## config.mk

```make
export PLATFORM = sky130hd
export DESIGN_NAME = dot_matrix_decoder
export DESIGN_NICKNAME = d
export VERILOG_FILES = /design/src/rtl/dot_matrix_decoder.sv
export SDC_FILE = /design/constraint.sdc
export NUM_CORES = 1
export LEC_CHECK = 0
export CAP_MARGIN = 20
export CORE_MARGIN = 3
export CORE_UTILIZATION = 53
export DETAILED_ROUTE_END_ITERATION = 12
export GPL_TIMING_DRIVEN = 0
export PLACE_DENSITY = 0.73
export SETUP_SLACK_MARGIN = 0.4
export SLEW_MARGIN = 20
export SYNTH_ARGS = -nofsm -noshare
export SYNTH_HDL_FRONTEND = slang
export SYNTH_SLANG_ARGS = --single-unit
```

## constraint.sdc

```tcl
create_clock -name clk_div_10000hz -period 2.1 [get_ports clk_div_10000hz]
set_input_delay 0.42 -clock clk_div_10000hz [delete_from_list [all_inputs] [get_ports clk_div_10000hz]]
set_output_delay 0.42 -clock clk_div_10000hz [all_outputs]
set_load 0.01 [all_outputs]
```

## src/rtl/dot_matrix_decoder.sv

```systemverilog
`default_nettype none
// +--------------------------------------------------------------------------+
// | Module      : dot_matrix_decoder                                         |
// | Description : Samples an 8x8 row-scanned dot-matrix display, rebuilds    |
// |               each frame and decodes it to a traffic-light colour.       |
// |               Flags scan-order errors and reports loss of scan.          |
// |               Optional macro DOT_DECODE_CONFIRM_EN: the colour output     |
// |               only changes after two consecutive frames agree.           |
// | Revision    : 1.0  initial release                                       |
// +--------------------------------------------------------------------------+
module dot_matrix_decoder #(
  parameter int unsigned TIMEOUT_CYCLES = 32
) (
  input  logic       clk_div_10000hz,
  input  logic       rst_n,
  input  logic [7:0] dot_row,
  input  logic [7:0] dot_col,
  output logic [1:0] state,
  output logic       frame_valid,
  output logic       frame_err,
  output logic       signal_lost
);

  localparam logic [1:0]  c_red     = 2'b00;
  localparam logic [1:0]  c_yellow  = 2'b01;
  localparam logic [1:0]  c_green   = 2'b10;
  localparam logic [1:0]  c_none    = 2'b11;
  localparam logic [7:0]  c_timeout = 8'(TIMEOUT_CYCLES);

  // Glyphs packed row 0 in the top byte down to row 7 in the bottom byte.
  localparam logic [63:0] c_glyph_red    = 64'h18183C3C5A181824;
  localparam logic [63:0] c_glyph_yellow = 64'h00243CBDFF3C3C00;
  localparam logic [63:0] c_glyph_green  = 64'h0C0C197E98182848;

  typedef enum logic [0:0] {
    HUNT    = 1'b0,
    CAPTURE = 1'b1
  } fsm_t;

  fsm_t       fsm_q, fsm_d, fsm_cur;
  logic [2:0] exp_q, exp_d;
  // Rows 0..6 are buffered; row 7 is compared straight from the input.
  logic [7:0] buf_q [7];
  logic [7:0] buf_d [7];
  logic [7:0] cnt_q, cnt_d;
  logic [1:0] state_q, state_d;
  logic       frame_valid_q, frame_valid_d;
  logic       frame_err_q, frame_err_d;
  logic       signal_lost_q, signal_lost_d;
`ifdef DOT_DECODE_CONFIRM_EN
  logic [1:0] hist_q, hist_d;
`endif

  logic       row_legal;
  logic       row_blank;
  logic [2:0] row_idx;
  logic       timeout_hit;
  logic [63:0] frame_bits;
  logic [1:0] frame_dec;

  // Classify the sampled row select as a single row code, blank or illegal.
  always_comb begin
    row_legal = 1'b0;
    row_idx   = 3'd0;
    row_blank = (dot_row == 8'hFF);
    for (int r = 0; r < 8; r++) begin
      if (dot_row == ~(8'h80 >> r)) begin
        row_legal = 1'b1;
        row_idx   = 3'(r);
      end
    end
  end

  // Match the buffered rows plus the live row 7 against the glyph tables.
  always_comb begin
    frame_bits = {buf_q[0], buf_q[1], buf_q[2], buf_q[3],
                  buf_q[4], buf_q[5], buf_q[6], dot_col};
    if (frame_bits == c_glyph_red) begin
      frame_dec = c_red;
    end else if (frame_bits == c_glyph_yellow) begin
      frame_dec = c_yellow;
    end else if (frame_bits == c_glyph_green) begin
      frame_dec = c_green;
    end else begin
      frame_dec = c_none;
    end
  end

  // Next-state logic for the scan FSM, frame buffer, timeout and outputs.
  always_comb begin
    fsm_d         = fsm_q;
    exp_d         = exp_q;
    buf_d         = buf_q;
    cnt_d         = cnt_q;
    state_d       = state_q;
    frame_valid_d = 1'b0;
    frame_err_d   = 1'b0;
    signal_lost_d = signal_lost_q;
`ifdef DOT_DECODE_CONFIRM_EN
    hist_d        = hist_q;
`endif

    // A timeout forces HUNT, but the current sample is still evaluated from
    // HUNT so a row 0 arriving on that edge is not lost.
    timeout_hit = (cnt_q == c_timeout);
    fsm_cur     = timeout_hit ? HUNT : fsm_q;
    if (timeout_hit) begin
      state_d       = c_none;
      signal_lost_d = 1'b1;
      fsm_d         = HUNT;
      exp_d         = 3'd0;
    end

    // Saturating count of consecutive non-row samples.
    if (row_legal) begin
      cnt_d = 8'd0;
    end else if (cnt_q != c_timeout) begin
      cnt_d = cnt_q + 8'd1;
    end

    if (!row_legal && !row_blank) begin
      frame_err_d = 1'b1;
      fsm_d       = HUNT;
      exp_d       = 3'd0;
    end else if (row_legal) begin
      if (fsm_cur == HUNT) begin
        if (row_idx == 3'd0) begin
          buf_d[0] = dot_col;
          exp_d    = 3'd1;
          fsm_d    = CAPTURE;
        end
      end else if (row_idx != exp_q) begin
        // Out-of-order row: a fresh row 0 restarts, anything else drops out.
        frame_err_d = 1'b1;
        if (row_idx == 3'd0) begin
          buf_d[0] = dot_col;
          exp_d    = 3'd1;
          fsm_d    = CAPTURE;
        end else begin
          fsm_d = HUNT;
          exp_d = 3'd0;
        end
      end else if (row_idx == 3'd7) begin
        frame_valid_d = 1'b1;
        signal_lost_d = 1'b0;
        fsm_d         = HUNT;
        exp_d         = 3'd0;
`ifdef DOT_DECODE_CONFIRM_EN
        if (frame_dec == hist_q) begin
          state_d = frame_dec;
        end
        hist_d = frame_dec;
`else
        state_d = frame_dec;
`endif
      end else begin
        buf_d[exp_q] = dot_col;
        exp_d        = exp_q + 3'd1;
      end
    end
  end

  // State registers with asynchronous active-low reset.
  always_ff @(posedge clk_div_10000hz or negedge rst_n) begin
    if (!rst_n) begin
      fsm_q         <= HUNT;
      exp_q         <= 3'd0;
      for (int i = 0; i < 7; i++) begin
        buf_q[i] <= 8'h00;
      end
      cnt_q         <= 8'd0;
      state_q       <= c_none;
      frame_valid_q <= 1'b0;
      frame_err_q   <= 1'b0;
      signal_lost_q <= 1'b0;
`ifdef DOT_DECODE_CONFIRM_EN
      hist_q        <= c_none;
`endif
    end else begin
      fsm_q         <= fsm_d;
      exp_q         <= exp_d;
      buf_q         <= buf_d;
      cnt_q         <= cnt_d;
      state_q       <= state_d;
      frame_valid_q <= frame_valid_d;
      frame_err_q   <= frame_err_d;
      signal_lost_q <= signal_lost_d;
`ifdef DOT_DECODE_CONFIRM_EN
      hist_q        <= hist_d;
`endif
    end
  end

  assign state       = state_q;
  assign frame_valid = frame_valid_q;
  assign frame_err   = frame_err_q;
  assign signal_lost = signal_lost_q;

endmodule
`default_nettype wire

```

Yosys cells after proc, flatten, opt, wreduce, memory -nomap -nowiden
Cells that the tools add are included.
{"block": "totals", "regBits": 73, "latchBits": 0, "ramBits": 0, "romBits": 0, "input_bits": 18, "output_inout_bits": 5, "elab_cells": 110, "mem_count": 0}
{"block": "op_classes", "add_sub_neg": 2, "n_mul": 0, "div": 0, "order_cmp": 2, "eq_ne": 17, "shift": 0, "n_mux": 63, "bitwise_logic": 4, "n_reduce_logical": 8}
{"cell": "$eq 64x54->1 const B", "count": 1}
{"cell": "$eq 64x60->1 const B", "count": 1}
{"cell": "$eq 64x61->1 const B", "count": 1}
{"cell": "$eq 8x8->1 const B", "count": 8}
{"cell": "$bwmux 56", "count": 1}
{"cell": "$mux 56", "count": 1}
{"cell": "$mux 8", "count": 6}
{"cell": "$mux 3", "count": 13}
{"cell": "$mux 1", "count": 33}
{"cell": "$demux 8 s3", "count": 1}
{"cell": "$mux 2", "count": 8}
{"cell": "$add 8x1->8 const B", "count": 1}
{"cell": "$eq 8x6->1 const B", "count": 1}
{"cell": "$eq 8x7->1 const B", "count": 1}
{"cell": "$ne 8x6->1 const B", "count": 1}
{"cell": "$reduce_and 5->1", "count": 1}
{"cell": "$ge 4x4->1 const B", "count": 1}
{"cell": "$lt 4x1->1 const B", "count": 1}
{"cell": "$not 3->4", "count": 1}
{"cell": "$add 3x1->3 const B", "count": 1}
{"cell": "$eq 3x3->1 const B", "count": 1}
{"cell": "$logic_not 3->1", "count": 1}
{"cell": "$ne 3x3->1", "count": 1}
{"cell": "$ne 3x3->1 const B", "count": 1}
{"cell": "other kinds (5)", "count": 9}

Logic depth before layout (Yosys ltp)
Gate-level depths: netlist of the first run.
{"block": "logic_depth", "depth_word": 14, "ltp_mapped": 8}

Worst setup path after synthesis of the first run
OpenSTA, ideal clock, no wires.
{"block": "synth_timing", "path_type": "input to register", "start": "input port dot_row[6]", "end": "register buf_q[32] in the netlist's numbering", "setup_ns": 0.128, "arrival_ns": 2.139, "required_time_ns": 1.972, "path_slack_ns": -0.166, "path_stages": 7, "n_path_buf": 1, "cell_sequence": "nand4_1 or4_1 nand4_1 or4_1 or3_1 buf_2 mux2_1"}
{"block": "synth_via", "elab_chain_len": 13, "word_cells_on_any_way": 33, "classes_between": "eq/ne: 11; mux: 15; bitwise: 3; reduce/logical: 4"}
{"element": "start, declared", "line_no": "16", "text": "input logic [7:0] dot_row,"}
{"element": "$eq 8x7->1", "line_no": "67", "text": "if (dot_row == ~(8'h80 >> r)) begin"}
{"element": "$mux 1 (8 in series)", "line_no": "67"}
{"element": "$logic_not 1->1", "line_no": "121", "text": "if (!row_legal && !row_blank) begin"}
{"element": "$logic_and 1x1->1", "line_no": "121"}
{"element": "$not 1->1 (no source line)"}
{"element": "$reduce_and 5->1 (no source line) *"}
{"element": "end signal, assigned", "line_no": "182", "text": "buf_q <= buf_d;"}
{"element": "end, declared", "line_no": "43", "text": "logic [7:0] buf_q [7];"}
Mark *: on every way between the ends. The rest lies on a longest branch, timed or not.
A chain may end at the register's enable or synchronous reset.

Final worst setup path of the first run
{"block": "layout_timing", "start": "register cnt_q[0]", "end": "register buf_q[34] in the netlist's numbering"}
{"block": "layout_via", "elab_chain_len": 3}
{"element": "start, declared", "line_no": "45", "text": "logic [7:0] cnt_q, cnt_d;"}
{"element": "start signal, assigned", "line_no": "183", "text": "cnt_q <= cnt_d;"}
{"element": "$eq 8x6->1", "line_no": "105", "text": "timeout_hit = (cnt_q == c_timeout);"}
{"element": "$mux 1", "line_no": "106", "text": "fsm_cur = timeout_hit ? HUNT : fsm_q;"}
{"element": "$reduce_and 5->1 (no source line)"}
Every way passes these cells.

==> results.cfg, run 1 <==
[outcome]
status = finished, violations left
violations = hold timing, setup timing

[detailed_routing]
wl_per_cell_microns = 19.6
drtPass1Iterations = 4
num_vias = 2689
vias_per_cell = 6.07
wl_microns = 8680
drt_iter0_drc = 102
detail-route-antenna-nets = 0
drc = 0

[worst_setup_path]
crit_slowest_cell = or4_1
cp_data_required_time_ns = 2.34
max_stage_delay_ns = 0.42
end_kind = flip-flop
crit_arrival_ns = 2.42
worst_setup_path_start_kind = flip-flop
crit_chain = inv_2 -> ha_4 -> nand3_4 -> nand4_1 -> or4_1 -> or3_1 -> buf_6 -> mux2_1
crit_type = flip-flop to flip-flop
worstPathMaxFanout = 8
r2r_slack_ns = -0.08

[sta]
drv_slew = 0
rsz0062_at_grt = true
fmax_ghz = 0.459
fin_ws_ns = -0.0773
fin_hold_ws_ns = -0.00220
slew_headroom_pct = 65.0
tns_ns = -0.554
finalSetupViolCount = 10
finalHoldViolCount = 2
finalClockSkew_ns = 0.00640
period_needed_ns = 2.18
period_share_pct = 104
tightest_slew_ns = 0.523

[power_and_ir_drop]
p_seq_share_pct = 48.6
peakVddDrop_v = 0.000472
totalPowerFinal_uw = 3280
power_frac_comb_pct = 18.9
p_per_area_nw_per_um2 = 652
p_int_uw = 2350
p_switching_uw = 927
p_leak_uw = 0.00233
switching_share_pct = 28.3
p_clk_share_pct = 32.4

[clock_network]
insertion_delay_ns = 0.35
clock_path_buffers = 2
clkSlewWorstSetupHoldPaths_ns = 0.08
cts_made_buffers = 9
cts_tree = built
cts.sinks = 73
htree_levels = 3
hold_buffers = 0
cts_root_buf = clkbuf_8

[synthesis]
ys_ff_latch = 73
async_flop_share_pct = 100
synth-main-ff-cell = dfrtp_1
yosysWarnings = 0
ys_seq_area_share_pct = 49.6
synth_nets = 313
synthTopCellsByCount = dfrtp_1, mux2_4, mux2_2, nand2_1, nor2_1
syn_area_sq_um = 3690
syn_area_per_cell_sq_um = 12.6
ys_types = 51
synth_cells = 292
synth_top_cell_by_area = dfrtp_1
synth_most_common_cell = dfrtp_1
yosysTopAreaCellShare_pct = 48.2
synthTopCellsByArea = dfrtp_1, mux2_4, mux2_2, mux2_1, nand2_1
synth-edff-count = 0

[layout]
nNetsFinal = 382
n_antenna_cell = 0
drive_gt1_share_pct = 50.5
stdcell_area_sq_um = 5020
final_util_pct = 76.9
syn_to_final_growth_pct = 36.2

[placed_design]
placed_area_sq_um = 4120
io_buffers = 22
dp_hpwl_microns = 4990
gp_congestion = 0.811

[die]
dieWidth_microns = 89.4
fp.dieH_microns = 89.4
start_util_pct = 56.4
core_sq_um = 6530
rows = 29
die-area_sq_um = 7990
num_io_pins = 23

[grt]
overflow = 0
antenna_found_initial = 0
grt_pass1_wl_microns = 13900
grt_pass1_vias = 2719
grtUsageTotal_pct = 23.2
grt_max_degree = 42

[flow_run]
cap_violations = 0

[hold_path]
hold_path_class = input pin to async pin
## repair_timing
action,in CTS,in global routing
setup buffers,27,8
gates resized for setup,130,20
endpoints found under the setup margin,75,58
pin swaps,30,17
## worst paths after layout
kind,from,endpoint,depth (start not counted)
worst max-delay path,cnt_q[0],buf_q[34],8
worst min-delay path,rst_n,cnt_q[6],1
worst max register to register,cnt_q[0],buf_q[34],8
worst min register to register,buf_q[36],buf_q[36],1
min in group clk_div_10000hz,buf_q[36],buf_q[36],1
max in group asynchronous,rst_n,state[0],2
## per-stage QoR
step | worst slack [ns] | cells
2_1_floorplan | -0.0943 | 292
3_3_place_gp | -1.81 | 391
3_5_place_dp | -1.29 | 392
4_1_cts | -0.0170 | 435
5_1_grt | -0.152 | 443
6_report | -0.0773 | 443
## power by group through the flow
stage | registers [uW] | logic, uW | clock network [uW]
6_report | 1590 | 621 | 1060
5_1_grt | 1600 | 678 | 1140
4_1_cts | 1590 | 577 | 1080
3_5_place_dp | 1620 | 420 | 0
3_3_place_gp | 1620 | 403 | 0
2_1_floorplan | 1610 | 260 | 0
## sequential cells by signal (all words and copies together), names as in the netlist
| signal | cells |
|---|---|
| signal_lost | 1 |
| frame_valid | 1 |
| cnt_q | 8 |
| frame_err | 1 |
| buf_q | 56 |
| fsm_q | 1 |
| state | 2 |
| exp_q | 3 |
## layer usage
metal	track usage [%]	vias up	share of wire, %
met3	4.61	15	3.5
met2	37.8	63	50
met5	0	-	0
met1	30.5	1376	44
li1	-	1235	-
met4	9.20	0	1.9
## critical path, delay by kind of cell (launching register included)
kind / cells / cell delay, ns
and+or+nand+nor: 4 / 1.00
DFF: 1 / 0.37
muxes: 1 / 0.32
buffers and inverters: 2 / 0.22
adders and majority gates: 1 / 0.16
## final cells by class
class | instances | area [sq um]
fill | 383 | 1510
timing repair buffer | 58 | 572
multi-input combinational | 207 | 2220
sequential | 73 | 1830
inverter | 6 | 22.5
tap | 77 | 96.3
buffer | 6 | 90.1
clock inverter | 4 | 26.3
clock buffer | 12 | 165
## cells in the final DEF, fill, tap and decap left out, types with 3 or more instances in the layout
master / count
mux2_1: 7
buf_6: 9
a21oi_2: 3
xor2_1: 7
nor2_1: 14
buf_8: 4
a21oi_1: 4
dfrtp_1: 71
nand4_1: 7
nand2b_1: 3
nand3_1: 8
nand4b_1: 3
clkbuf_8: 12
inv_1: 4
or4b_4: 3
nor4b_2: 4
mux2_2: 9
nand2b_4: 3
or4_4: 5
and3_1: 4
buf_12: 7
dlygate4sd2_1: 5
clkdlybuf4s50_1: 5
nand2_1: 13
nand2_2: 5
mux2_4: 42
buf_4: 30
nor4_4: 6
clkdlybuf4s15_2: 3
nor4_1: 3
## cells by family (layout without fill, tap and decap cells)
kind of cell	Yosys count	after routing	synth area share, %
mux	59	59	21.2
flops	73	73	49.6
xor+xnor	12	12	2.85
fa+ha+maj	3	3	1.02
simple gates	109	109	18.8
compound gates	24	24	4.89
buf+inv	12	86	1.60
(Power assumes the default switching activity.)
==> run 2: changes to the inputs <==
--- a/config.mk
+++ b/config.mk
@@ -10,7 +10,7 @@
 export CORE_UTILIZATION = 53
 export DETAILED_ROUTE_END_ITERATION = 12
 export GPL_TIMING_DRIVEN = 0
-export PLACE_DENSITY = 0.73
+export PLACE_DENSITY = 0.76
 export SETUP_SLACK_MARGIN = 0.4
 export SLEW_MARGIN = 20
 export SYNTH_ARGS = -nofsm -noshare
==> constraint.sdc (replaced) <==
create_clock -name clk_div_10000hz -period 2.1 [get_ports clk_div_10000hz]
set_input_delay 0.42 -clock clk_div_10000hz [delete_from_list [all_inputs] [get_ports clk_div_10000hz]]
set_output_delay 0.42 -clock clk_div_10000hz [all_outputs]
set_load 0.02 [all_outputs]
==> results.cfg, run 2 (synthesized netlist as in run 1, its figures left out) <==
[power_and_ir_drop]
totalPowerFinal_uw = 3400
peakVddDrop_v = 0.000535
p_per_area_nw_per_um2 = 652
p_leak_uw = 0.00240

[worst_setup_path]
end_kind = flip-flop
r2r-start = cnt_q[1]
r2r_slack_ns = -0.25
crit_type = flip-flop to flip-flop
cp_data_required_time_ns = 2.33
r2r_end = buf_q[37]
critPathTopFamily = simple AND/OR/NAND/NOR gates
worst_setup_path_start_kind = flip-flop
crit_chain = inv_1 -> ha_4 -> nand3_4 -> nand4_1 -> or4_1 -> or3_1 -> buf_6 -> mux2_4
max_stage_delay_ns = 0.52
r2r_cells = 8
worstPathMaxFanout = 8
crit_slowest_cell = or4_1
crit_arrival_ns = 2.57
cp_num_buf_inv = 2

[clock_network]
clock_path_buffers = 2
insertion_delay_ns = 0.35
cts_root_buf = clkbuf_8
clkSlewWorstSetupHoldPaths_ns = 0.08
cts_made_buffers = 9
htree_levels = 3
cts_tree = built
cts.sinks = 73

[sta]
period_needed_ns = 2.35
period_share_pct = 112
rsz0062_at_grt = true
slew_headroom_pct = 58.9
fin_ws_ns = -0.249
drv_slew = 0
finalSetupViolCount = 40
finalClockSkew_ns = 0.00970
tightest_slew_ns = 0.612
fmax_ghz = 0.426
tns_ns = -5.21
finalHoldViolCount = 0
fin_hold_ws_ns = 0.473

[die]
rows = 29
die-area_sq_um = 7990
dieWidth_microns = 89.4
num_io_pins = 23
fp.dieH_microns = 89.4
core_sq_um = 6530
start_util_pct = 56.4

[detailed_routing]
wl_per_cell_microns = 24.8
num_vias = 2893
drc = 0
drt_iter0_drc = 242
drtPass1Iterations = 4
detail-route-antenna-nets = 0
wl_microns = 11100
vias_per_cell = 6.46

[grt]
grt_pass1_wl_microns = 15800
overflow = 0
antenna_found_initial = 0
grt_pass1_vias = 3063
grtUsageTotal_pct = 26.9
grt_max_degree = 61

[placed_design]
pre_cts_ws_ns = -1.11
gp_congestion = 0.806
dp_hpwl_microns = 5140
io_buffers = 22

[layout]
final_common_cell = dfrtp_1
final_cell_mix = dfrtp_1, mux2_4, buf_4, buf_6
syn_to_final_growth_pct = 41.6
drive_gt1_share_pct = 52.0
n_antenna_cell = 0
top_register = buf_q
nFillCells = 312
largest_reg_flops = 56
final_util_pct = 79.9
nNetsFinal = 388
reg_top3 = buf_q: 56 flops, cnt_q: 8 flops, exp_q: 3 flops

[hold_path]
hold_path_class = input pin to async pin

[outcome]
violations = setup timing
status = finished, violations left

[flow_run]
cap_violations = 0
run 2: through the flow:
step / area [sq um] / cells
2_1_floorplan: 3790 / 292
3_3_place_gp: 4100 / 391
3_5_place_dp: 4140 / 392
4_1_cts: 4950 / 437
5_1_grt: 5220 / 448
6_report: 5220 / 448
run 2: how the worst max path moves through the flow:
stage	endpoint	depth (start not counted)	from	slack [ns]
5_1_grt	buf_q[33]	8	cnt_q[1]	-0.30
3_5_place_dp	buf_q[8]	8	dot_row[0]	-1.11
3_3_place_gp	buf_q[49]	1	rst_n	-1.78
2_1_floorplan	buf_q[32]	7	dot_row[2]	-0.09
6_report	buf_q[37]	8	cnt_q[1]	-0.25
4_1_cts	buf_q[35]	8	cnt_q[0]	-0.05
run 2: layer usage:
| layer | GRT usage (%) | vias up | routed length, microns |
|---|---|---|---|
| met2 | 44.9 | 134 | 5590 |
| met1 | 33.2 | 1472 | 4380 |
| met3 | 5.62 | 50 | 651 |
| met4 | 13.4 | 0 | 504 |
| li1 | - | 1237 | - |
| met5 | 0 | - | 0 |
run 2: final cells by class:
type,count,area (sq um),area share [%]
plain buffers,6,85.1,1.63
clock buffers,13,159,3.04
clock inverters,2,37.5,0.719
inverters,6,22.5,0.431
multi-input cells,207,2300,44.0
flip-flops and latches,73,1830,35.1
well taps,77,96.3,1.85
repair buffers,64,691,13.2
run 2: power by group:
| group | leakage [uW] | switching, uW | total, uW | internal (uW) |
|---|---|---|---|---|
| combinational | 0.00132 | 342 | 672 | 329 |
| sequential | 0.000986 | 92.6 | 1600 | 1510 |
| clock | 0.0000957 | 523 | 1130 | 609 |
| total | 0.00240 | 958 | 3400 | 2440 |
run 2: timing repair:
item | CTS | global route
cloned | 0 | 1
pin swaps | 32 | 25
setup endpoints to repair | 76 | 73
buffers inserted | 29 | 10
hold buffers | 1 | 0
gates resized for setup | 147 | 43
hold endpoints to repair | 11 | 0
